`src/rtl/fetch_unit_pkg.sv`:
```
// Fetch unit shared types: FSM state encoding,
// the reset instruction and an alignment helper.
package fetch_unit_pkg;

  typedef enum logic [2:0] {
    S_IDLE,
    S_REQ,
    S_WAIT,
    S_VALID,
    S_FAULT
  } fetch_state_e;

  localparam logic [31:0] NOP = 32'h0000_0013;

  function automatic logic misaligned(
    input logic [31:0] addr
  );
    return addr[1:0] != 2'b00;
  endfunction

endpackage

```
`src/rtl/fetch_unit_if.sv`:
```
// Instruction memory request/response bus.
// master: fetch side (req/addr out); slave: memory side.
interface fetch_unit_if;

  logic        imem_req;
  logic [31:0] imem_addr;
  logic        imem_gnt;
  logic        imem_rvalid;
  logic [31:0] imem_rdata;

  modport master (
    output imem_req,
    output imem_addr,
    input  imem_gnt,
    input  imem_rvalid,
    input  imem_rdata
  );

  modport slave (
    input  imem_req,
    input  imem_addr,
    output imem_gnt,
    output imem_rvalid,
    output imem_rdata
  );

endinterface

```
`src/rtl/fetch_unit_next_pc_gen.sv`:
```
// Next-pc mux: sequential, branch (pc+imm) or jalr target,
// plus a misalignment flag for redirect targets.
module next_pc_gen
  import fetch_unit_pkg::*;
(
  input  logic [31:0] pc_i,
  input  logic        pc_src_i,
  input  logic        pc_sel_i,
  input  logic [31:0] imm_ext_i,
  input  logic [31:0] alu_result_i,
  output logic [31:0] pc_plus4_o,
  output logic [31:0] next_pc_o,
  output logic        misaligned_o
);

  logic [31:0] target;

  always_comb begin
    pc_plus4_o = pc_i + 32'd4;
    if (pc_sel_i) begin
      target = {alu_result_i[31:1], 1'b0};
    end else begin
      target = pc_i + imm_ext_i;
    end
    next_pc_o    = pc_src_i ? target : pc_plus4_o;
    // pc+4 from an aligned pc is always aligned;
    // only a redirect can fault.
    misaligned_o = pc_src_i & misaligned(target);
  end

endmodule

```
`src/rtl/fetch_unit.sv`:
```
// Fetch unit: REQ/WAIT/VALID fetch loop over the imem bus,
// redirect handling and sticky fault on misaligned targets.
module fetch_unit
  import fetch_unit_pkg::*;
#(
  parameter logic [31:0] RESET_PC = 32'h0000_0000,
  parameter int          XLEN     = 32
) (
  input  logic            clk,
  input  logic            rst,
  input  logic            pc_src,
  input  logic            pc_sel,
  input  logic [XLEN-1:0] imm_ext,
  input  logic [XLEN-1:0] alu_result,
  input  logic            stall,
  fetch_unit_if.master    imem,
  output logic [XLEN-1:0] instr,
  output logic            instr_valid,
  output logic [XLEN-1:0] pc,
  output logic [XLEN-1:0] pc_plus4,
  output logic            fetch_fault
);

  fetch_state_e state_q, state_d;
  logic [31:0]  pc_q, pc_d;
  logic [31:0]  instr_q, instr_d;
  logic         fault_q, fault_d;

  logic [31:0]  next_pc;
  logic         misal;

  next_pc_gen u_npc (
    .pc_i         (pc_q),
    .pc_src_i     (pc_src),
    .pc_sel_i     (pc_sel),
    .imm_ext_i    (imm_ext),
    .alu_result_i (alu_result),
    .pc_plus4_o   (pc_plus4),
    .next_pc_o    (next_pc),
    .misaligned_o (misal)
  );

  always_ff @(posedge clk or negedge rst) begin
    if (!rst) begin
      state_q <= S_IDLE;
      pc_q    <= RESET_PC;
      instr_q <= NOP;
      fault_q <= 1'b0;
    end else begin
      state_q <= state_d;
      pc_q    <= pc_d;
      instr_q <= instr_d;
      fault_q <= fault_d;
    end
  end

  always_comb begin
    state_d = state_q;
    pc_d    = pc_q;
    instr_d = instr_q;
    fault_d = fault_q;
    unique case (state_q)
      S_IDLE: state_d = S_REQ;
      // rvalid here is a stray beat; only gnt counts
      S_REQ: begin
        if (imem.imem_gnt) state_d = S_WAIT;
      end
      S_WAIT: begin
        if (imem.imem_rvalid) begin
          instr_d = imem.imem_rdata;
          state_d = S_VALID;
        end
      end
      S_VALID: begin
        if (!stall) begin
          if (misal) begin
            fault_d = 1'b1;
            state_d = S_FAULT;
          end else begin
            pc_d    = next_pc;
            state_d = S_REQ;
          end
        end
      end
      S_FAULT: state_d = S_FAULT;
      default: state_d = S_IDLE;
    endcase
  end

  assign imem.imem_req  = (state_q == S_REQ);
  assign imem.imem_addr = pc_q;
  assign instr_valid    = (state_q == S_VALID);
  assign instr          = instr_q;
  assign pc             = pc_q;
  assign fetch_fault    = fault_q;

endmodule

```
`src/flat_wrapper.sv`:
```
// flat-port wrapper written by rule: the top's interface ports become plain ports
module fetch_unit_flat import fetch_unit_pkg::*;
#(
  parameter logic [31:0] RESET_PC = 32'h0000_0000,
  parameter int          XLEN     = 32
)
  (clk, rst, pc_src, pc_sel, imm_ext, alu_result, stall, instr, instr_valid, pc, pc_plus4, fetch_fault, imem_imem_req, imem_imem_addr, imem_imem_gnt, imem_imem_rvalid, imem_imem_rdata);
  fetch_unit_if imem_i ();
  input  logic clk;
  input  logic rst;
  input  logic pc_src;
  input  logic pc_sel;
  input  logic [XLEN-1:0] imm_ext;
  input  logic [XLEN-1:0] alu_result;
  input  logic stall;
  output logic [XLEN-1:0] instr;
  output logic instr_valid;
  output logic [XLEN-1:0] pc;
  output logic [XLEN-1:0] pc_plus4;
  output logic fetch_fault;
  output wire logic [$bits(imem_i.imem_req)-1:0] imem_imem_req;
  output wire logic [$bits(imem_i.imem_addr)-1:0] imem_imem_addr;
  input wire logic [$bits(imem_i.imem_gnt)-1:0] imem_imem_gnt;
  input wire logic [$bits(imem_i.imem_rvalid)-1:0] imem_imem_rvalid;
  input wire logic [$bits(imem_i.imem_rdata)-1:0] imem_imem_rdata;
  assign imem_imem_req = imem_i.imem_req;
  assign imem_imem_addr = imem_i.imem_addr;
  assign imem_i.imem_gnt = imem_imem_gnt;
  assign imem_i.imem_rvalid = imem_imem_rvalid;
  assign imem_i.imem_rdata = imem_imem_rdata;
  fetch_unit #(.RESET_PC(RESET_PC), .XLEN(XLEN)) u_core (.clk(clk), .rst(rst), .pc_src(pc_src), .pc_sel(pc_sel), .imm_ext(imm_ext), .alu_result(alu_result), .stall(stall), .imem(imem_i), .instr(instr), .instr_valid(instr_valid), .pc(pc), .pc_plus4(pc_plus4), .fetch_fault(fetch_fault));
endmodule
```
`config.mk`:
```
export PLATFORM = sky130hd
export DESIGN_NAME = fetch_unit_flat
export DESIGN_NICKNAME = d
export VERILOG_FILES = /design/src/rtl/fetch_unit_pkg.sv /design/src/rtl/fetch_unit_if.sv /design/src/rtl/fetch_unit_next_pc_gen.sv /design/src/rtl/fetch_unit.sv /design/src/flat_wrapper.sv
export SDC_FILE = /design/constraint.sdc
export NUM_CORES = 1
export LEC_CHECK = 0
export CAP_MARGIN = 20
export CORE_ASPECT_RATIO = 1.1
export CORE_MARGIN = 4
export CORE_UTILIZATION = 55
export CTS_BUF_LIST = sky130_fd_sc_hd__clkbuf_8
export DETAILED_ROUTE_END_ITERATION = 16
export DONT_BUFFER_PORTS = 1
export PLACE_DENSITY = 0.7
export SLEW_MARGIN = 40
export SYNTH_ARGS = -nofsm -noshare
export SYNTH_HDL_FRONTEND = slang
export SYNTH_SLANG_ARGS = --single-unit
export TNS_END_PERCENT = 100
```
`constraint.sdc`:
```
create_clock -name clk -period 3 [get_ports clk]
set_input_delay 0.15 -clock clk [delete_from_list [all_inputs] [get_ports clk]]
set_output_delay 0.15 -clock clk [all_outputs]
set_load 0.05 [all_outputs]
```
* Word level (Yosys, flattened, before mapping) *
Index checks and enable logic that the tools add are counted.

storage, ports and cells
  register bits = 68
  input port bits = 103
  output and inout bits = 131

cells by class
  add/sub/neg operators = 2
  eq/ne operators = 7
  muxes and demuxes = 7
  bitwise logic cells = 3
  reductions and logical operators = 6

operators with widths
  operator                 count
  $mux W32                 2
  $add A32 B3 Y32 const B  1
  $add A32 B32 Y32         1
  $pmux W3 S5              1
  $mux W3                  4
  $reduce_and A3 Y1        3
  $eq A3 B2 Y1 const B     2
  $ne A2 B2 Y1 const B     2
  $eq A3 B1 Y1 const B     1
  $eq A3 B3 Y1 const B     1
  $logic_not A3 Y1         1
  $ne A2 B1 Y1 const B     1
  $not A1 Y1               2
  $reduce_and A2 Y1        1
  $reduce_bool A2 Y1       1
  $and A1 B1 Y1            1

* Depth between registers and ports, before layout *
Gate-level depths: netlist of run 1.

  depth in word-level cells = 7
  gate-level depth with buffers = 10
  mapped depth without buffers = 9

* By module *
Synthesis of run 1 repeated with hierarchy kept, for this count alone.

unflattened totals
  cell total of the unflattened synthesis = 639
  area total of the unflattened synthesis = 5,959.5 µm²

modules (own cells, without submodules)
  module       instances  cells each  area an instance (µm²)  seq. area each (µm²)
  fetch_unit   1          191         2,990.4                 1,705.4
  next_pc_gen  1          448         2,969.1                 0.0

* Worst setup path after synthesis of run 1 *
Ideal clock, no wire load.

  kind = register -> register
  from = reg u_core.pc_q[4], in the netlist u_core.imem.imem_addr[4]
  to = reg u_core.pc_q[21], in the netlist u_core.imem.imem_addr[21]
  library setup time = 0.096 ns
  data arrival time = 3.041 ns
  slack = -0.136 ns
  stages on the path, launching flop included = 9
  buffers on the path = 1
  period minus slack after synthesis = 3.136 ns
  path through = dfrtp_1 > buf_2 > and4_1 > nand2_1 > or3_1 > nor3_1 > xor2_1 > mux2i_1 > o31ai_1

RTL lines
  item                    line                          text
  from (decl)             fetch_unit.sv:25              logic [31:0] pc_q, pc_d;
  from (signal assigned)  fetch_unit.sv:51              pc_q <= pc_d;
  $add A32 B3 Y32         fetch_unit_next_pc_gen.sv:19  pc_plus4_o = pc_i + 32'd4;
  via pc_plus4[21]        flat_wrapper.sv:19            output logic [XLEN-1:0] pc_plus4;
  $mux W32                fetch_unit_next_pc_gen.sv:25  next_pc_o = pc_src_i ? target : pc_plus4_o;

The timed path passes the listed nets, and every way through them passes these cells.
A chain may end at the register's enable or synchronous reset.

* Final worst setup path of run 1 *
  from = reg u_core.pc_q[14], in the netlist u_core.imem.imem_addr[14]
  to = out pc_plus4[22]

on the way
  word-level cells in the longest chain between the ends = 1

RTL lines
  item             line
  $add A32 B3 Y32  fetch_unit_next_pc_gen.sv:19
  to (decl)        flat_wrapper.sv:19

Every way passes these cells.

==> impl_metrics.json, run 1 <==
{
  "status": "finished clean",
  "crit_type": "flop to primary output",
  "worstHoldStart": "pc_src",
  "die_h_um": 117,
  "ys_ff_latch": 68,
  "crit_fanout": 7,
  "hold_class": "primary input to flop",
  "drive_gt1_share_pct": 21.0,
  "grt_pass1_wl_mm": 34.3,
  "async_flop_share_pct": 100,
  "grt_max_degree": 69,
  "synth-edff-count": 0,
  "finalSetupTns_ps": 0,
  "synth-warning-count": 0,
  "rsz0062_at_grt": "no",
  "syn_area_per_cell_um2": 8.37,
  "root_buffer": "clkbuf_8",
  "cts-htree-levels": 3,
  "cp-start-kind": "flop",
  "start_util_pct": 56.8,
  "die_x_um": 108,
  "design_power_total_w": 0.00784,
  "grt_pass1_vias": 6174,
  "clock-sinks": 68,
  "arrival_ps": 2720,
  "clock_latency_ps": 360,
  "path_cells": "nand4_2 > nor3_1 > nand2_1 > nor2_1 > xor2_1 > buf_4",
  "p_sw_share_pct": 60.1,
  "num_vias": 6106,
  "setup_viol": 0,
  "pwr_density_cell_mw_per_mm2": 1080,
  "grt_usage_pct": 34.6,
  "via_per_inst": 6.45,
  "dr.pass1.iters": 5,
  "power_frac_comb_pct": 57.8,
  "post-cts-setup-buffer-count": 0,
  "layout_commonest_cell": "buf_4",
  "pwr-share-clk_pct": 10.7,
  "antenna_found_initial": 0,
  "p_int_w": 0.00313,
  "wl_per_cell_um": 23.4,
  "wl_mm": 22.1,
  "cts_tree": "yes",
  "dp_slack_ps": -32.2,
  "ys_types": 69,
  "place_congestion": 0.960,
  "numPlacedInstances": 884,
  "ys_seq_area_share_pct": 28.5,
  "final_cell_mix": "buf_4, dfrtp_1, nand2_1, nor2_1, a21oi_1",
  "max_freq_mhz": 349,
  "drcViolationCount": 0,
  "nFillCells": 864,
  "cts_buffers": 9,
  "slowest_delay_ps": 590,
  "cp-startpoint": "u_core.imem.imem_addr[14]$_DFFE_PN0P_",
  "antenna_cells": 0,
  "worstMarginPinSlew_ps": 659,
  "fin_crit_sh_pct": 95.6,
  "num_rows": 39,
  "rrSetupSlack_ps": 180,
  "synth_cells": 716,
  "first_iter_violations": 479,
  "cap_viol_max_count": 0,
  "ir_drop_v": 0.000549,
  "finClkSkew_ps": 17.6,
  "slew_viol_final": 0,
  "hold_violations": 0,
  "synth_fp_nets": 852,
  "p_sw_w": 0.00471,
  "clk_path_buf_depth": 2,
  "fin_util_pct": 68.7,
  "nNetsFinal": 934,
  "crit_slowest_cell": "nor3_1",
  "crit_required_ps": 2850,
  "port_buffers": 0,
  "min_period_ps": 2870,
  "timing.rr.start": "u_core.imem.imem_addr[0]$_DFFE_PN0P_",
  "seqPwrFrac_pct": 31.4,
  "io_pins": 234,
  "dp_hpwl_mm": 16.0,
  "final.setup.worst_slack_ps": 131,
  "synth-main-ff-cell": "dfrtp_1",
  "instances_no_fill": 946,
  "syn_to_final_growth_pct": 20.9,
  "synth_area_mm2": 0.00599,
  "ant_nets": 0,
  "design.core.area_mm2": 0.0105,
  "overflow": 0,
  "dieArea_mm2": 0.0126,
  "p_leak_nw": 3.15,
  "clkTransAtPathRegs_ps": 80,
  "cp-end-kind": "primary output",
  "slew_headroom_pct": 55.8
}
==> routing by layer <==
| metal | vias to the layer above | global-route usage [%] | part of all wire, % |
|---|---|---|---|
| li1 | 2767 | - | - |
| met2 | 354 | 57.3 | 48 |
| met4 | 0 | 15.6 | 4.3 |
| met3 | 79 | 10.4 | 10 |
| met1 | 2906 | 41.0 | 37 |
| met5 | - | 0 | 0 |
==> layout make-up <==
class / count / area [um^2] / share of cell area [%]
multi-input cells: 561 / 3890 / 53.7
flip-flops and latches: 68 / 1710 / 23.6
repair buffers: 136 / 1180 / 16.3
well taps: 143 / 179 / 2.47
clock buffers: 10 / 138 / 1.90
inverters: 22 / 82.6 / 1.14
clock inverters: 6 / 70.1 / 0.968
==> synthesized netlist by cell type (all sizes together) (3+ instances only) <==
cell type	count	share of area [%]
a211o	4	0.58
nand2	63	3.9
nand3b	3	0.38
xnor2	17	2.5
o31ai	6	0.84
o211ai	13	1.6
or3	8	0.84
and3	14	1.5
mux2i	10	1.7
xor2	27	3.9
a21oi	48	4.0
clkbuf	16	1.0
a31oi	10	1.0
and4	3	0.44
nor2	62	3.9
ha	32	6.7
dfrtp	65	27
o21bai	5	0.63
buf	49	5.4
or4	3	0.44
nor3	17	1.4
o22ai	11	1.1
a221oi	5	0.73
a222oi	5	0.84
o21ai	39	3.3
and2	9	0.94
nor4	7	0.94
mux2	39	7.3
o21a	8	1.0
nand3	25	2.2
nand4	12	1.4
dfstp	3	1.3
inv	22	1.4
a21o	12	1.5
a211oi	7	0.88
nor2b	6	0.63
==> power groups by stage <==
stage	Combinational (W)	Sequential (W)	Clock, W
2_1_floorplan	0.00298	0.00289	0
3_3_place_gp	0.00431	0.00244	0
3_5_place_dp	0.00436	0.00246	0
4_1_cts	0.00445	0.00244	0.000839
5_1_grt	0.00481	0.00251	0.000878
6_report	0.00453	0.00246	0.000841
==> stage by stage <==
stage | hold WS, ps | cell area (um^2)
2_1_floorplan | -146 | 6010
3_3_place_gp | -144 | 6530
3_5_place_dp | -144 | 6530
4_1_cts | 0.525 | 7210
5_1_grt | 13.3 | 7240
6_report | 6.81 | 7240
==> logic make-up (layout without fill, tap and decap cells) <==
group / after synthesis / after routing / share of synthesized area, %
flops: 68 / 68 / 28.5
mux: 49 / 49 / 9.00
compound gates: 192 / 192 / 21.0
simple gates: 243 / 243 / 20.3
fa+ha+maj: 33 / 33 / 7.02
buf+inv: 87 / 174 / 7.75
xor+xnor: 44 / 44 / 6.43
==> sequential cells by signal, summed over array words and instances (netlist names) <==
signal,flops
u_core.fetch_fault,1
u_core.state_q,3
u_core.instr,32
u_core.imem.imem_addr,32
==> timing repair <==
item                                    4_1_cts  5_1_grt
hold buffers                                 45        1
gates resized for setup                       1        5
hold endpoints to repair                    113        1
endpoints found under the setup margin        1        6
==> final timing paths <==
check | endpoint | cells after the start
setup / recovery | pc_plus4[22] | 6
hold / removal | u_core.imem.imem_addr[14]$_DFFE_PN0P_ | 2
setup reg to reg | u_core.imem.imem_addr[7]$_DFFE_PN0P_ | 9
hold reg to reg | u_core.state_q[1]$_DFFE_PN0P_ | 1
max in group asynchronous | u_core.instr[0]$_DFFE_PN1P_ | 2
min in group asynchronous | u_core.instr[14]$_DFFE_PN0P_ | 2
==> worst max-delay path, delay by kind of cell, from the launching register on <==
family / cells / cell delay, ps
and+or+nand+nor: 4 / 1440
DFF: 1 / 510
buffers and inverters: 1 / 220
xor gates and xnor gates: 1 / 190
No activity file was read; power rests on OpenSTA's default activity.
==> inputs of run 2 (changes only) <==
Settings changed: CORE_UTILIZATION 55 to 46, PLACE_DENSITY 0.7 to 0.61, REMOVE_ABC_BUFFERS set to 1.
==> run 2 against run 1 <==
Sequential power about the same. Highest routed layer unchanged. Global-route usage decreased by 5.8 points. Critical endpoint is now pc_plus4[15]. First-iteration DRC count down 4.4%. Core utilization shrank 12 points. Largest cell class unchanged. Clock power decreased by 4.0%.
==> impl_metrics.json, run 2 (synthesis gave the netlist of run 1 again) <==
{
  "instances_no_fill": 961,
  "die_x_um": 117,
  "crit_type": "flop to primary output",
  "clock-sinks": 68,
  "dr.pass1.iters": 5,
  "crit_fanout": 6,
  "whs_ps": 17.4,
  "wl_per_cell_um": 22.3,
  "dp_slack_ps": 150,
  "nFillCells": 1131,
  "wl_met2_mm": 9.84,
  "r2r-end": "u_core.imem.imem_addr[23]$_DFFE_PN0P_",
  "cp-end-kind": "primary output",
  "dr.max_layer_used": "met4",
  "arrival_ps": 2750,
  "rrSetupSlack_ps": 160,
  "max_freq_mhz": 345,
  "hold_class": "primary input to flop",
  "ir_drop_v": 0.000509,
  "numPlacedInstances": 894,
  "final_cell_area_mm2": 0.00725,
  "syn_to_final_growth_pct": 21.0,
  "final.setup.worst_slack_ps": 98.2,
  "grt_pass1_wl_mm": 33.2,
  "worstMarginPinSlew_ps": 662,
  "clk_path_buf_depth": 2,
  "drive_gt1_share_pct": 20.4,
  "clkTransAtPathRegs_ps": 80,
  "num_rows": 43,
  "num_vias": 5930,
  "setup_viol": 0,
  "finClkSkew_ps": 14.2,
  "root_buffer": "clkbuf_8",
  "slew_headroom_pct": 54.7,
  "timing.rr.start": "u_core.imem.imem_addr[0]$_DFFE_PN0P_",
  "crit_required_ps": 2850,
  "placed_area_mm2": 0.00650,
  "nNetsFinal": 934,
  "r2r_cells": 9,
  "antenna_found_initial": 1,
  "hold_violations": 0,
  "status": "finished clean",
  "cts_buffers": 9,
  "place_congestion": 0.994,
  "layout_commonest_cell": "buf_4",
  "first_iter_violations": 458,
  "min_period_ps": 2900,
  "overflow": 0,
  "grt_max_degree": 69,
  "grt_usage_pct": 28.8,
  "clock_latency_ps": 380,
  "drt-met1-wl_mm": 8.38,
  "cts_tree": "yes",
  "dp_hpwl_mm": 15.8,
  "dieArea_mm2": 0.0149,
  "post-cts-setup-buffer-count": 0,
  "pwr_density_cell_mw_per_mm2": 1060,
  "cts-htree-levels": 3,
  "design.core.area_mm2": 0.0127,
  "via_per_inst": 6.17,
  "cp-start-kind": "flop",
  "die_h_um": 128,
  "wl_mm": 21.4,
  "dr_wl_met3_mm": 2.27,
  "final_cell_mix": "buf_4, dfrtp_1, nand2_1, nor2_1, dlygate4sd3_1",
  "grt_pass1_vias": 6024,
  "io_pins": 234,
  "ant_nets": 0,
  "port_buffers": 0,
  "cp-startpoint": "u_core.imem.imem_addr[2]$_DFFE_PN0P_",
  "fin_crit_sh_pct": 96.7,
  "drcViolationCount": 0,
  "start_util_pct": 47.2,
  "cap_viol_max_count": 0,
  "p_leak_nw": 3.14,
  "cp-endpoint": "pc_plus4[15]",
  "slew_viol_final": 0
}
[run 2: changes by cell type in the layout (fill, tap and decap cells not counted), sizes merged]
cell,delta
buf,-4
dlygate4sd3,+4
clkinv,+2
clkbuf,-1
diode,+1
inv,-1
[run 2: final cells by class]
type | instances | area (um^2) | share of cell area (%)
clock buffers | 9 | 124 | 1.71
well taps | 157 | 196 | 2.71
clock inverters | 7 | 75.1 | 1.04
repair buffers | 136 | 1180 | 16.2
flip-flops and latches | 68 | 1710 | 23.5
multi-input cells | 561 | 3890 | 53.6
inverters | 22 | 82.6 | 1.14
diodes | 1 | 2.50 | 0.0345
[run 2: worst min path at each step]
stage               startpoint                               endpoint  slack [ps]  cells past startpoint
floorplan                  rst         u_core.fetch_fault$_DFFE_PN0P_        -150                      0
global placement           rst         u_core.fetch_fault$_DFFE_PN0P_        -140                      0
detailed placement         rst          u_core.state_q[2]$_DFFE_PN0P_        -140                      0
CTS                     pc_src  u_core.imem.imem_addr[14]$_DFFE_PN0P_           5                      2
global route            pc_src  u_core.imem.imem_addr[21]$_DFFE_PN0P_          10                      2
finish                   stall         u_core.fetch_fault$_DFFE_PN0P_          20                      3
[run 2: worst max-delay path: stages, from the launching register on]
cell	delay [ps]
dfrtp_1	380
buf_4	330
and4_1	310
nand2_1	90
or3_1	500
nor2_1	270
xor2_1	260
buf_4	250
[run 2: timing repair]
action | 4_1_cts | 5_1_grt
hold buffers | 50 | 0
gates resized for setup | 0 | 7
endpoints found under the hold margin | 118 | 0
endpoints found under the setup margin | 0 | 6
[run 2: through the flow]
stage	setup TNS [ps]	utilization (%)	power (W)
3_3_place_gp	0	51.1	0.00667
3_5_place_dp	0	51.2	0.00674
5_1_grt	-20.6	57.1	0.00813
6_report	0	57.1	0.00768
4_1_cts	0	56.8	0.00765
2_1_floorplan	-65230	-	0.00564
[run 2: report_power, final]
part | internal (W) | switching [W]
combinational | 0.00140 | 0.00304
sequential | 0.00128 | 0.00115
clock | 0.000388 | 0.000419
total | 0.00308 | 0.00461
[run 2: layer usage]
layer | up-vias | global-route usage [%]
met1 | 2771 | 34.6
met3 | 58 | 8.50
li1 | 2770 | -
met2 | 331 | 47.0
met5 | - | 0
met4 | 0 | 13.8
